<file path="src/rtl/mem_stream_reader.sv">
// mem_stream_reader: reads a block of synchronous RAM starting at a base
// address and streams the words out on a valid/ready interface. A 4-entry
// first-word-fall-through FIFO hides the 1-cycle RAM latency, and a read-credit
// rule keeps it from overflowing while still sustaining one word per clock.
module mem_stream_reader #(
    parameter int ADDR_W = 8,
    parameter int DATA_W = 8
) (
    input  logic              clk,
    input  logic              rst_n,
    input  logic              start,
    input  logic [ADDR_W-1:0] base_addr,
    input  logic [ADDR_W:0]   length,
    output logic              busy,
    output logic              done,
    output logic              mem_rd_en,
    output logic [ADDR_W-1:0] mem_addr,
    input  logic [DATA_W-1:0] mem_rd_data,
    output logic [DATA_W-1:0] out_data,
    output logic              out_valid,
    input  logic              out_ready
);

    typedef enum logic [1:0] {
        S_IDLE,
        S_READ,
        S_DRAIN,
        S_DONE
    } state_t;

    state_t            r_state;
    state_t            w_next_state;

    logic              r_rd_en;      // read issued this cycle
    logic              r_inflight;   // RAM data for last cycle's read is on mem_rd_data
    logic [ADDR_W-1:0] r_addr;
    logic [ADDR_W:0]   r_remaining;  // reads still to issue after the current one

    logic [DATA_W-1:0] r_fifo [4];
    logic [1:0]        r_wr_ptr;
    logic [1:0]        r_rd_ptr;
    logic [2:0]        r_count;

    logic              w_launch;
    logic              w_issue;
    logic              w_push;
    logic              w_pop;
    logic [2:0]        w_committed;

    // Words already in the FIFO plus reads whose data has not landed yet; a new
    // read is only scheduled while this stays below the FIFO depth.
    assign w_committed = r_count + {2'b00, r_rd_en} + {2'b00, r_inflight};
    assign w_launch    = (r_state == S_IDLE) && start && (length != '0);
    assign w_issue     = (r_state == S_READ) && (r_remaining != '0) && (w_committed < 3'd4);
    assign w_push      = r_inflight;
    assign w_pop       = out_valid && out_ready;

    assign mem_rd_en   = r_rd_en;
    assign mem_addr    = r_addr;

    // State register.
    always_ff @(posedge clk) begin
        // NOTE: sequential state uses non-blocking assignments so every register
        // samples pre-edge values regardless of block ordering.
        if (!rst_n) r_state <= S_IDLE;
        else        r_state <= w_next_state;
    end

    // Next-state logic.
    always_comb begin
        // NOTE: the default assignment first keeps this purely combinational;
        // a path that left w_next_state unassigned would infer a latch.
        w_next_state = r_state;
        unique case (r_state)
            S_IDLE: begin
                if (start) w_next_state = (length == '0) ? S_DONE : S_READ;
            end
            S_READ: begin
                if ((r_remaining == '0) ||
                    (w_issue && (r_remaining == {{ADDR_W{1'b0}}, 1'b1})))
                    w_next_state = S_DRAIN;
            end
            S_DRAIN: begin
                if (!r_rd_en && !r_inflight &&
                    ((r_count == 3'd0) || ((r_count == 3'd1) && w_pop)))
                    w_next_state = S_DONE;
            end
            S_DONE:  w_next_state = S_IDLE;
            default: w_next_state = S_IDLE;
        endcase
    end

    // Outputs decoded from state and FIFO occupancy.
    always_comb begin
        busy      = (r_state == S_READ) || (r_state == S_DRAIN);
        done      = (r_state == S_DONE);
        out_valid = (r_count != 3'd0);
        out_data  = out_valid ? r_fifo[r_rd_ptr] : '0;
    end

    // Read issue: registered strobe, address and remaining-read counter.
    always_ff @(posedge clk) begin
        if (!rst_n) begin
            r_rd_en     <= 1'b0;
            r_inflight  <= 1'b0;
            r_addr      <= '0;
            r_remaining <= '0;
        end else begin
            r_inflight <= r_rd_en;
            r_rd_en    <= w_launch || w_issue;
            if (w_launch) begin
                r_addr      <= base_addr;
                r_remaining <= length - (ADDR_W + 1)'(1);
            end else if (w_issue) begin
                r_addr      <= r_addr + ADDR_W'(1);
                r_remaining <= r_remaining - (ADDR_W + 1)'(1);
            end
        end
    end

    // FIFO storage: capture the RAM word the cycle after its read.
    always_ff @(posedge clk) begin
        // NOTE: storage is deliberately not reset; r_count gates out_valid and
        // out_data, so stale entries are never visible.
        if (w_push) r_fifo[r_wr_ptr] <= mem_rd_data;
    end

    // FIFO pointers and occupancy.
    always_ff @(posedge clk) begin
        if (!rst_n) begin
            r_wr_ptr <= 2'd0;
            r_rd_ptr <= 2'd0;
            r_count  <= 3'd0;
        end else begin
            if (w_push) r_wr_ptr <= r_wr_ptr + 2'd1;
            if (w_pop)  r_rd_ptr <= r_rd_ptr + 2'd1;
            case ({w_push, w_pop})
                2'b10:   r_count <= r_count + 3'd1;
                2'b01:   r_count <= r_count - 3'd1;
                default: r_count <= r_count;
            endcase
        end
    end

endmodule

</file>
<file path="config.mk">
export PLATFORM = sky130hd
export DESIGN_NAME = mem_stream_reader
export DESIGN_NICKNAME = d
export VERILOG_FILES = /design/src/rtl/mem_stream_reader.sv
export SDC_FILE = /design/constraint.sdc
export NUM_CORES = 1
export LEC_CHECK = 0
export CAP_MARGIN = 40
export CORE_ASPECT_RATIO = 0.6
export CORE_MARGIN = 2
export CORE_UTILIZATION = 34
export CTS_CLUSTER_DIAMETER = 60
export DETAILED_ROUTE_END_ITERATION = 16
export PLACE_DENSITY_LB_ADDON = 0.25
export SLEW_MARGIN = 20
export SYNTH_ARGS = -nofsm -noshare
export SYNTH_HDL_FRONTEND = slang
export SYNTH_SLANG_ARGS = --single-unit
</file>
<file path="constraint.sdc">
create_clock -name clk -period 2.8 [get_ports clk]
set_input_delay 0.7 -clock clk [delete_from_list [all_inputs] [get_ports clk]]
set_output_delay 0.7 -clock clk [all_outputs]
set_load 0.01 [all_outputs]
</file>
==> impl_table.tex, run 1 <==
\begin{tabular}{lr}
\hline
Metric & Value \\
\hline
\multicolumn{2}{l}{\textbf{Drt}} \\
\quad Mean number of vias per cell & 4.891 \\
\quad Iteration-0 DRC count of the detailed router & 139 \\
\quad Total wire length & 6616 um \\
\quad Routed WL per cell & 14.45 um \\
\quad Number of antenna-violating nets in the routed design & 0 \\
\quad Total via count after detailed routing & 2,240 \\
\quad Remaining routing DRC violations & 0 \\
\quad Detailed-routing iteration count for the pre-antenna-repair pass & 4 \\
\multicolumn{2}{l}{\textbf{Critical path}} \\
\quad Worst-path cell with the longest stage delay & sky130\_fd\_sc\_hd\_\_mux4\_2 \\
\quad Critical R2R Launch & r\_inflight \\
\quad Element type at the critical path start & flop \\
\quad Delay of the slowest cell on the worst path & 0.51 ns \\
\quad Worst-path cell chain & buf\_4, mux4\_2, and2\_1, clkdlybuf4s50\_1 \\
\quad Classification of the worst setup path & reg -> out \\
\quad Data arrival at the endpoint of the critical path & 1.98 ns \\
\quad Endpoint class of the critical path & output port \\
\quad Data required time of the critical path & 2.10 ns \\
\quad Critical-path maximum fanout & 8 \\
\multicolumn{2}{l}{\textbf{Floorplanning}} \\
\quad Die height & 78.52 um \\
\quad Starting density of the core & 0.3463 \\
\quad Standard-cell row count & 27 \\
\quad Number of ports placed on the die boundary & 49 \\
\quad Core area & 9087 um2 \\
\quad Area enclosed by the die boundary & 10,070 um2 \\
\quad Die boundary width & 128.2 um \\
\multicolumn{2}{l}{\textbf{Synth}} \\
\quad Multiplexer area fraction after synthesis & 0.07038 \\
\quad Proportion of synthesized chip area in sequential cells & 0.4962 \\
\quad Cell count after synthesis & 277 \\
\quad Dominant cell type by area after synthesis & sky130\_fd\_sc\_hd\_\_edfxtp\_1 \\
\quad Simple logic cell fraction of the synthesized area & 0.1503 \\
\quad Xor-xnor portion of the synthesized cell area & 0.06123 \\
\quad Netlist cell types & 50 \\
\quad Share of Yosys cell area claimed by the top area cell type & 0.3054 \\
\quad Adder-cell share of the synthesized area & 0.07952 \\
\quad Main area contributors after synthesis & sky130\_fd\_sc\_hd\_\_edfxtp\_1 (31\%), sky130\_fd\_sc\_hd\_\_dfxtp\_1 (19\%), sky130\_fd\_sc\_hd\_\_ha\_1 (8.0\%), sky130\_fd\_sc\_hd\_\_mux4\_2 (5.7\%), sky130\_fd\_sc\_hd\_\_xnor2\_1 (3.9\%) \\
\quad Nets in the synthesized netlist & 326 \\
\quad Combinational family with the most area after synthesis & simple AND/OR/NAND/NOR gates \\
\quad Seq cells post-synth & 62 \\
\quad Syn. warnings & 0 \\
\quad Mean instance size in the synthesized netlist & 11.36 um2 \\
\quad Count of flip-flops with a built-in enable after synthesis & 32 \\
\quad Fraction of the mapped netlist area in compound gates & 0.1078 \\
\quad Dominant synthesized flop cell & sky130\_fd\_sc\_hd\_\_edfxtp\_1 \\
\quad Share of async-settable or async-resettable flops after synthesis & 0 \\
\quad Synth Cell Area & 3147 um2 \\
\multicolumn{2}{l}{\textbf{Placed design}} \\
\quad Port-buffer cells & 48 \\
\quad Worst setup timing slack at the placement stage & -0.02445 ns \\
\quad Final Wtd Congestion & 0.8567 \\
\quad Placed wire-length estimate after detailed placement & 4902 um \\
\multicolumn{2}{l}{\textbf{Hold path}} \\
\quad Hold Path Origin & r\_rd\_ptr[1] \\
\quad Hold crit path type & reg -> reg \\
\multicolumn{2}{l}{\textbf{STA}} \\
\quad Final worst path period share & 0.9572 \\
\quad Max-Slew Margin vs Limit & 0.6981 \\
\quad Final-layout worst hold slack & 0.5298 ns \\
\quad Final Setup Violations & 0 \\
\quad Transition at the pin with the smallest max-transition slack & 0.4529 ns \\
\quad Number of hold-slack violations in the final timing report & 0 \\
\quad Unrepaired setup endpoints after global routing & false \\
\quad Setup\_tns & 0 ns \\
\quad Max Clock Freq & 0.3731 GHz \\
\quad Final slew viol count & 0 \\
\quad Tmin final & 2.680 ns \\
\quad Fin worst setup slack & 0.1200 ns \\
\quad Post-Route Skew & 0.008381 ns \\
\multicolumn{2}{l}{\textbf{Clock tree}} \\
\quad Worst-path clk slew & 0.05 ns \\
\quad CTS H-tree depth & 3 \\
\quad Num Clock Sinks & 62 \\
\quad Post-CTS setup-driven buffer insertion count & 0 \\
\quad Clock tree from TritonCTS & yes \\
\quad Clock tree root driver cell & sky130\_fd\_sc\_hd\_\_clkbuf\_16 \\
\quad Number of CTS-inserted buffers & 9 \\
\quad Buffers from clock root to sink, at most & 2 \\
\quad Clock latency of the later-clocked register in the worst-skew pair & 0.32 ns \\
\multicolumn{2}{l}{\textbf{Global route}} \\
\quad Vias in the first global route & 2,159 \\
\quad First-pass GRT wire length & 10,850 um \\
\quad Pin count of the biggest net entering global routing & 26 \\
\quad Number of antenna violations at the first check in global routing & 0 \\
\quad Tot GR Track Use & 0.1393 \\
\quad Aggregate global routing overflow & 0 \\
\multicolumn{2}{l}{\textbf{Pwr}} \\
\quad Power density cells & 949.9 nW/um2 \\
\quad Reported leakage power & 1.496 nW \\
\quad Worst supply voltage drop on vdd & 0.3396 mV \\
\multicolumn{2}{l}{\textbf{Run status}} \\
\quad Run status & finished clean \\
\multicolumn{2}{l}{\textbf{Finish}} \\
\quad Fill cell instance count of the final layout & 837 \\
\quad Synthesis-to-finish area growth & 30.93\% \\
\quad Number of inserted diodes & 0 \\
\quad Final net count & 386 \\
\quad Layout cell share with drive strength beyond 1 & 0.1374 \\
\quad Utilization after layout & 0.4534 \\
\multicolumn{2}{l}{\textbf{Job}} \\
\quad MaxCap Viol Count & 0 \\
\hline
\end{tabular}
[repair_timing]
item                                    4_1_cts  5_1_grt
resized for setup                             1        0
hold buffers                                  0        0
endpoints found under the setup margin        6        0
endpoints found under the hold margin         0        0
[layer usage]
layer	up-vias	track usage	share of wire
li1	1143	-	-
met1	1047	0.2190	0.56
met2	48	0.1846	0.40
met3	2	0.03272	0.039
met4	0	0.04286	0.0042
met5	-	0	0
[cell families after synthesis]
group                      Yosys count
adders and majority gates           20
buffers and inverters               26
xor gates and xnor gates            22
AOI/OAI and AO/OA                   50
muxes                               12
and+or+nand+nor                     85
DFF                                 62
[cell usage after synthesis, drive strengths merged (2+ instances only)]
cell,count
a211oi,2
a21oi,17
a31o,2
and2,16
buf,4
clkbuf,8
dfxtp,30
edfxtp,32
ha,20
inv,14
mux2i,3
mux4,8
nand2,9
nand2b,3
nand3,7
nand4,2
nand4b,2
nor2,19
nor3,12
o21ai,14
o311a,3
or3,2
or4,4
or4b,3
xnor2,14
xor2,8
[worst max-delay path, delay by kind of cell (launching register included)]
kind,cells,cell delay [ns]
buffers and inverters,2,0.68
multiplexers,1,0.51
flip-flops,1,0.30
AND/OR/NAND/NOR,1,0.17
[cell type report]
| cell class | instances | area, um2 | area share |
|---|---|---|---|
| clock buffer | 10 | 229.0 | 0.05557 |
| tap | 116 | 145.1 | 0.03523 |
| sequential | 62 | 1562 | 0.3790 |
| clock inverter | 6 | 62.56 | 0.01518 |
| inverter | 14 | 52.55 | 0.01275 |
| timing repair buffer | 61 | 590.6 | 0.1433 |
| multi-input combinational | 189 | 1479 | 0.3589 |
[power breakdown]
group	leakage, nW	internal, mW	switching [mW]	total, mW
combinational	0.813	0.809	0.754	1.56
clock	0.146	0.686	0.378	1.06
sequential	0.536	1.13	0.162	1.29
total	1.50	2.62	1.29	3.91
[flip-flops by register name (all words and copies together) (netlist names), named ones only]
register / count
r_inflight: 1
r_remaining: 9
r_wr_ptr: 2
r_count: 3
r_rd_ptr: 2
r_fifo: 32
r_state: 2
mem_rd_en: 1
mem_addr: 8
[layout by cell type, fill, tap and decap left out, types with 2 or more instances in the layout]
| cell type | synthesis | layout |
|---|---|---|
| sky130_fd_sc_hd__a211oi_1 | 2 | 2 |
| sky130_fd_sc_hd__a21oi_1 | 17 | 17 |
| sky130_fd_sc_hd__a31o_2 | 2 | 2 |
| sky130_fd_sc_hd__and2_1 | 16 | 16 |
| sky130_fd_sc_hd__buf_4 | 0 | 12 |
| sky130_fd_sc_hd__clkbuf_16 | 0 | 9 |
| sky130_fd_sc_hd__clkdlybuf4s50_1 | 0 | 48 |
| sky130_fd_sc_hd__clkinv_2 | 0 | 3 |
| sky130_fd_sc_hd__clkinv_4 | 0 | 2 |
| sky130_fd_sc_hd__dfxtp_1 | 30 | 30 |
| sky130_fd_sc_hd__edfxtp_1 | 32 | 32 |
| sky130_fd_sc_hd__ha_1 | 20 | 20 |
| sky130_fd_sc_hd__inv_1 | 14 | 14 |
| sky130_fd_sc_hd__mux2i_1 | 3 | 3 |
| sky130_fd_sc_hd__mux4_2 | 8 | 8 |
| sky130_fd_sc_hd__nand2_1 | 9 | 9 |
| sky130_fd_sc_hd__nand2b_1 | 3 | 2 |
| sky130_fd_sc_hd__nand3_1 | 7 | 7 |
| sky130_fd_sc_hd__nand4_1 | 2 | 2 |
| sky130_fd_sc_hd__nand4b_1 | 2 | 2 |
| sky130_fd_sc_hd__nor2_1 | 18 | 18 |
| sky130_fd_sc_hd__nor3_1 | 12 | 12 |
| sky130_fd_sc_hd__o21ai_0 | 13 | 13 |
| sky130_fd_sc_hd__o311a_1 | 3 | 3 |
| sky130_fd_sc_hd__or3_1 | 2 | 2 |
| sky130_fd_sc_hd__or4_1 | 2 | 2 |
| sky130_fd_sc_hd__or4b_1 | 3 | 3 |
| sky130_fd_sc_hd__xnor2_1 | 14 | 14 |
| sky130_fd_sc_hd__xor2_1 | 8 | 8 |
[per-stage QoR]
| step | cell area [um2] | power [mW] | instances |
|---|---|---|---|
| finish | 4120 | 3.914 | 458 |
| global route | 4120 | 4.174 | 458 |
| CTS | 4120 | 3.956 | 458 |
| detailed placement | 3826 | 2.867 | 442 |
| global placement | 3826 | 2.856 | 442 |
| floorplan | 3147 | 2.299 | 277 |
[final timing paths]
kind                                       end  slack [ns]  depth (start not counted)
worst min register to register            flop        0.53                          2
worst max register to register  r_remaining[6]        0.60                          7
worst max-delay path               out_data[4]        0.12                          4
worst min-delay path                      flop        0.53                          2
(Power assumes the default switching activity.)
==> run 2, diff against run 1 <==
CTS_CLUSTER_DIAMETER = unset   (was 60)
PLACE_DENSITY_LB_ADDON = 0.12   (was 0.25)
==> run 2 against run 1 <==
  * Power increased by 3.5%
  * Clock skew decreased by 0.0019 ns
  * Flip-flop and latch count unchanged
  * Register-to-register slack got worse by 0.02 ns
  * Sequential power about the same
  * Non-clock buffer count increased by 3
  * Fmax decreased by 0.33%
  * Sequential share of layout area decreased by 0.47 points
  * Count of clock-buffer cells in the layout unchanged
  * Die area unchanged
  * Setup slack got worse by 0.0088 ns
  * Critical path type unchanged
  * Critical endpoint is now out_data[7]
  * Highest routed layer unchanged
==> impl_table.tex, run 2 (synthesis gave the netlist of run 1 again) <==
\begin{tabular}{lr}
\hline
Metric & Value \\
\hline
\multicolumn{2}{l}{\textbf{Run status}} \\
\quad Run status & finished clean \\
\multicolumn{2}{l}{\textbf{Critical path}} \\
\quad Critical-path maximum fanout & 8 (unchanged) \\
\quad Data required time of the critical path & 2.10 ns (about the same) \\
\quad Data arrival at the endpoint of the critical path & 1.99 ns (about the same) \\
\quad Endpoint class of the critical path & output port \\
\quad Element type at the critical path start & flop \\
\quad Classification of the worst setup path & reg -> out \\
\multicolumn{2}{l}{\textbf{Clock tree}} \\
\quad CTS H-tree depth & 3 (unchanged) \\
\quad Num Clock Sinks & 62 (unchanged) \\
\quad Clock latency of the later-clocked register in the worst-skew pair & 0.33 ns (about the same) \\
\quad Clock tree root driver cell & sky130\_fd\_sc\_hd\_\_clkbuf\_16 \\
\quad Number of CTS-inserted buffers & 9 (unchanged) \\
\quad Clock tree from TritonCTS & yes \\
\quad Number of buffers added to fix hold violations after cts & 0 (unchanged) \\
\quad Worst-path clk slew & 0.05 ns (about the same) \\
\quad Post-CTS setup-driven buffer insertion count & 0 (unchanged) \\
\quad Buffers from clock root to sink, at most & 2 (unchanged) \\
\multicolumn{2}{l}{\textbf{Floorplanning}} \\
\quad Die boundary width & 128.2 um (unchanged) \\
\quad Area enclosed by the die boundary & 10,070 um2 (unchanged) \\
\quad Die height & 78.52 um (unchanged) \\
\quad Number of ports placed on the die boundary & 49 (unchanged) \\
\quad Starting density of the core & 0.3463 (unchanged) \\
\quad Standard-cell row count & 27 (unchanged) \\
\quad Core area & 9087 um2 (unchanged) \\
\multicolumn{2}{l}{\textbf{Placed design}} \\
\quad Port-buffer cells & 48 (unchanged) \\
\quad Worst setup timing slack at the placement stage & -0.05130 ns (-0.02685 ns) \\
\quad Final Wtd Congestion & 0.7913 (-7.6\%) \\
\quad Placed wire-length estimate after detailed placement & 5190 um (+5.9\%) \\
\multicolumn{2}{l}{\textbf{Drt}} \\
\quad Mean number of vias per cell & 4.870 (-0.43\%) \\
\quad Total via count after detailed routing & 2,245 (+0.22\%) \\
\quad Total wire length & 7009 um (+5.9\%) \\
\quad Number of antenna-violating nets in the routed design & 0 (unchanged) \\
\quad Routed WL per cell & 15.20 um (+5.3\%) \\
\quad Detailed-routing iteration count for the pre-antenna-repair pass & 4 (unchanged) \\
\quad Iteration-0 DRC count of the detailed router & 68 (-51\%) \\
\quad Remaining routing DRC violations & 0 (unchanged) \\
\multicolumn{2}{l}{\textbf{STA}} \\
\quad Max Clock Freq & 0.3719 GHz (-0.33\%) \\
\quad Fin worst setup slack & 0.1112 ns (-0.008828 ns) \\
\quad Final worst path period share & 0.9603 (+0.003153) \\
\quad Final Setup Violations & 0 (unchanged) \\
\quad Final slew viol count & 0 (unchanged) \\
\quad Post-Route Skew & 0.006521 ns (-0.001861 ns) \\
\quad Transition at the pin with the smallest max-transition slack & 0.5800 ns (+0.1271 ns) \\
\quad Number of hold-slack violations in the final timing report & 0 (unchanged) \\
\quad Max-Slew Margin vs Limit & 0.6134 (-0.08473) \\
\quad Unrepaired setup endpoints after global routing & false \\
\quad Tmin final & 2.689 ns (+0.008828 ns) \\
\multicolumn{2}{l}{\textbf{Pwr}} \\
\quad Reported leakage power & 1.518 nW (+1.5\%) \\
\quad Worst supply voltage drop on vdd & 0.4060 mV (+20\%) \\
\quad Power density cells & 971.1 nW/um2 (+2.2\%) \\
\multicolumn{2}{l}{\textbf{Finish}} \\
\quad Flip-flop count of the largest register after layout & 32 (unchanged) \\
\quad Number of inserted diodes & 0 (unchanged) \\
\quad Commonest cells after routing, fill and taps aside & sky130\_fd\_sc\_hd\_\_clkdlybuf4s50\_1 (48), sky130\_fd\_sc\_hd\_\_edfxtp\_1 (32), sky130\_fd\_sc\_hd\_\_dfxtp\_1 (30) \\
\quad Top register by number of flip-flops & r\_fifo \\
\quad Layout cell share with drive strength beyond 1 & 0.1449 (+0.007501) \\
\quad Most frequent standard cell in the layout excluding fill and tap cells & sky130\_fd\_sc\_hd\_\_clkdlybuf4s50\_1 \\
\quad Synthesis-to-finish area growth & 32.56\% \\
\quad Final net count & 389 (+0.78\%) \\
\quad Utilization after layout & 0.4590 (+0.005645) \\
\multicolumn{2}{l}{\textbf{Hold path}} \\
\quad Hold crit path type & reg -> reg \\
\multicolumn{2}{l}{\textbf{Global route}} \\
\quad Pin count of the biggest net entering global routing & 26 (unchanged) \\
\quad Aggregate global routing overflow & 0 (unchanged) \\
\quad Vias in the first global route & 2,259 (+4.6\%) \\
\quad First-pass GRT wire length & 11,630 um (+7.1\%) \\
\quad Number of antenna violations at the first check in global routing & 0 (unchanged) \\
\quad Tot GR Track Use & 0.1539 (+0.01457) \\
\multicolumn{2}{l}{\textbf{Job}} \\
\quad MaxCap Viol Count & 0 (unchanged) \\
\hline
\end{tabular}
==> run 2: cell types whose count changed in the layout (fill, tap and decap cells not counted) <==
cell	delta
sky130_fd_sc_hd__buf_4	+3
sky130_fd_sc_hd__clkinv_4	-1
sky130_fd_sc_hd__clkinvlp_4	+1
sky130_fd_sc_hd__clkinv_2	-1
sky130_fd_sc_hd__bufinv_16	+1
sky130_fd_sc_hd__nand2b_4	+1
sky130_fd_sc_hd__nand2b_2	-1
==> run 2: final timing paths <==
| check | to | slack, ns | startpoint | depth (start not counted) |
|---|---|---|---|---|
| worst max-delay path | out_data[7] | 0.11 | flop | 4 |
| worst min-delay path | r_count[2] | 0.54 | r_count[2] | 2 |
| worst max register to register | r_state[0] | 0.58 | r_remaining[0] | 7 |
| worst min register to register | r_count[2] | 0.54 | r_count[2] | 2 |
==> run 2: stage by stage <==
stage / cell area [um2] / TNS [ns] / power, mW / instances / hold WS [ns]
3_5_place_dp: 3849 / -0.1988 / 2.889 / 445 / 0.5294
6_report: 4172 / 0 / 4.051 / 461 / 0.5438
2_1_floorplan: 3147 / 0 / 2.299 / 277 / 0.4827
4_1_cts: 4167 / 0 / 4.086 / 461 / 0.5468
5_1_grt: 4172 / 0 / 4.333 / 461 / 0.5763
3_3_place_gp: 3849 / 0 / 2.882 / 445 / 0.5157
==> run 2: critical path, cell delays in order, from the launching register on <==
cell and delay (ns):
sky130_fd_sc_hd__dfxtp_1 0.30, sky130_fd_sc_hd__buf_4 0.21, sky130_fd_sc_hd__mux4_2 0.51, sky130_fd_sc_hd__and2_1 0.17, sky130_fd_sc_hd__clkdlybuf4s50_1 0.47
==> run 2: what timing repair did <==
item	in CTS	in global routing
pin swaps	0	0
gates resized for setup	1	1
endpoints found under the setup margin	8	2
==> run 2: area by class of cell <==
| cell class | count | area, um2 |
|---|---|---|
| timing repair buffer | 64 | 613.1 |
| tap | 116 | 145.1 |
| multi-input combinational | 189 | 1484 |
| clock buffer | 10 | 229.0 |
| sequential | 62 | 1562 |
| clock inverter | 6 | 86.33 |
| fill | 862 | 4916 |
| inverter | 14 | 52.55 |
==> run 2: report_power, final <==
| group | internal [mW] | switching, mW |
|---|---|---|
| clock network | 0.776 | 0.390 |
| logic | 0.821 | 0.776 |
| registers | 1.13 | 0.162 |
| total | 2.72 | 1.33 |
==> run 2: routing by layer <==
metal | share of wire | wire, um | track usage
met5 | 0 | 0 | 0
met4 | 0.010 | 71 | 0.04945
met1 | 0.56 | 3945 | 0.2336
met3 | 0.045 | 318 | 0.05317
met2 | 0.38 | 2674 | 0.2000
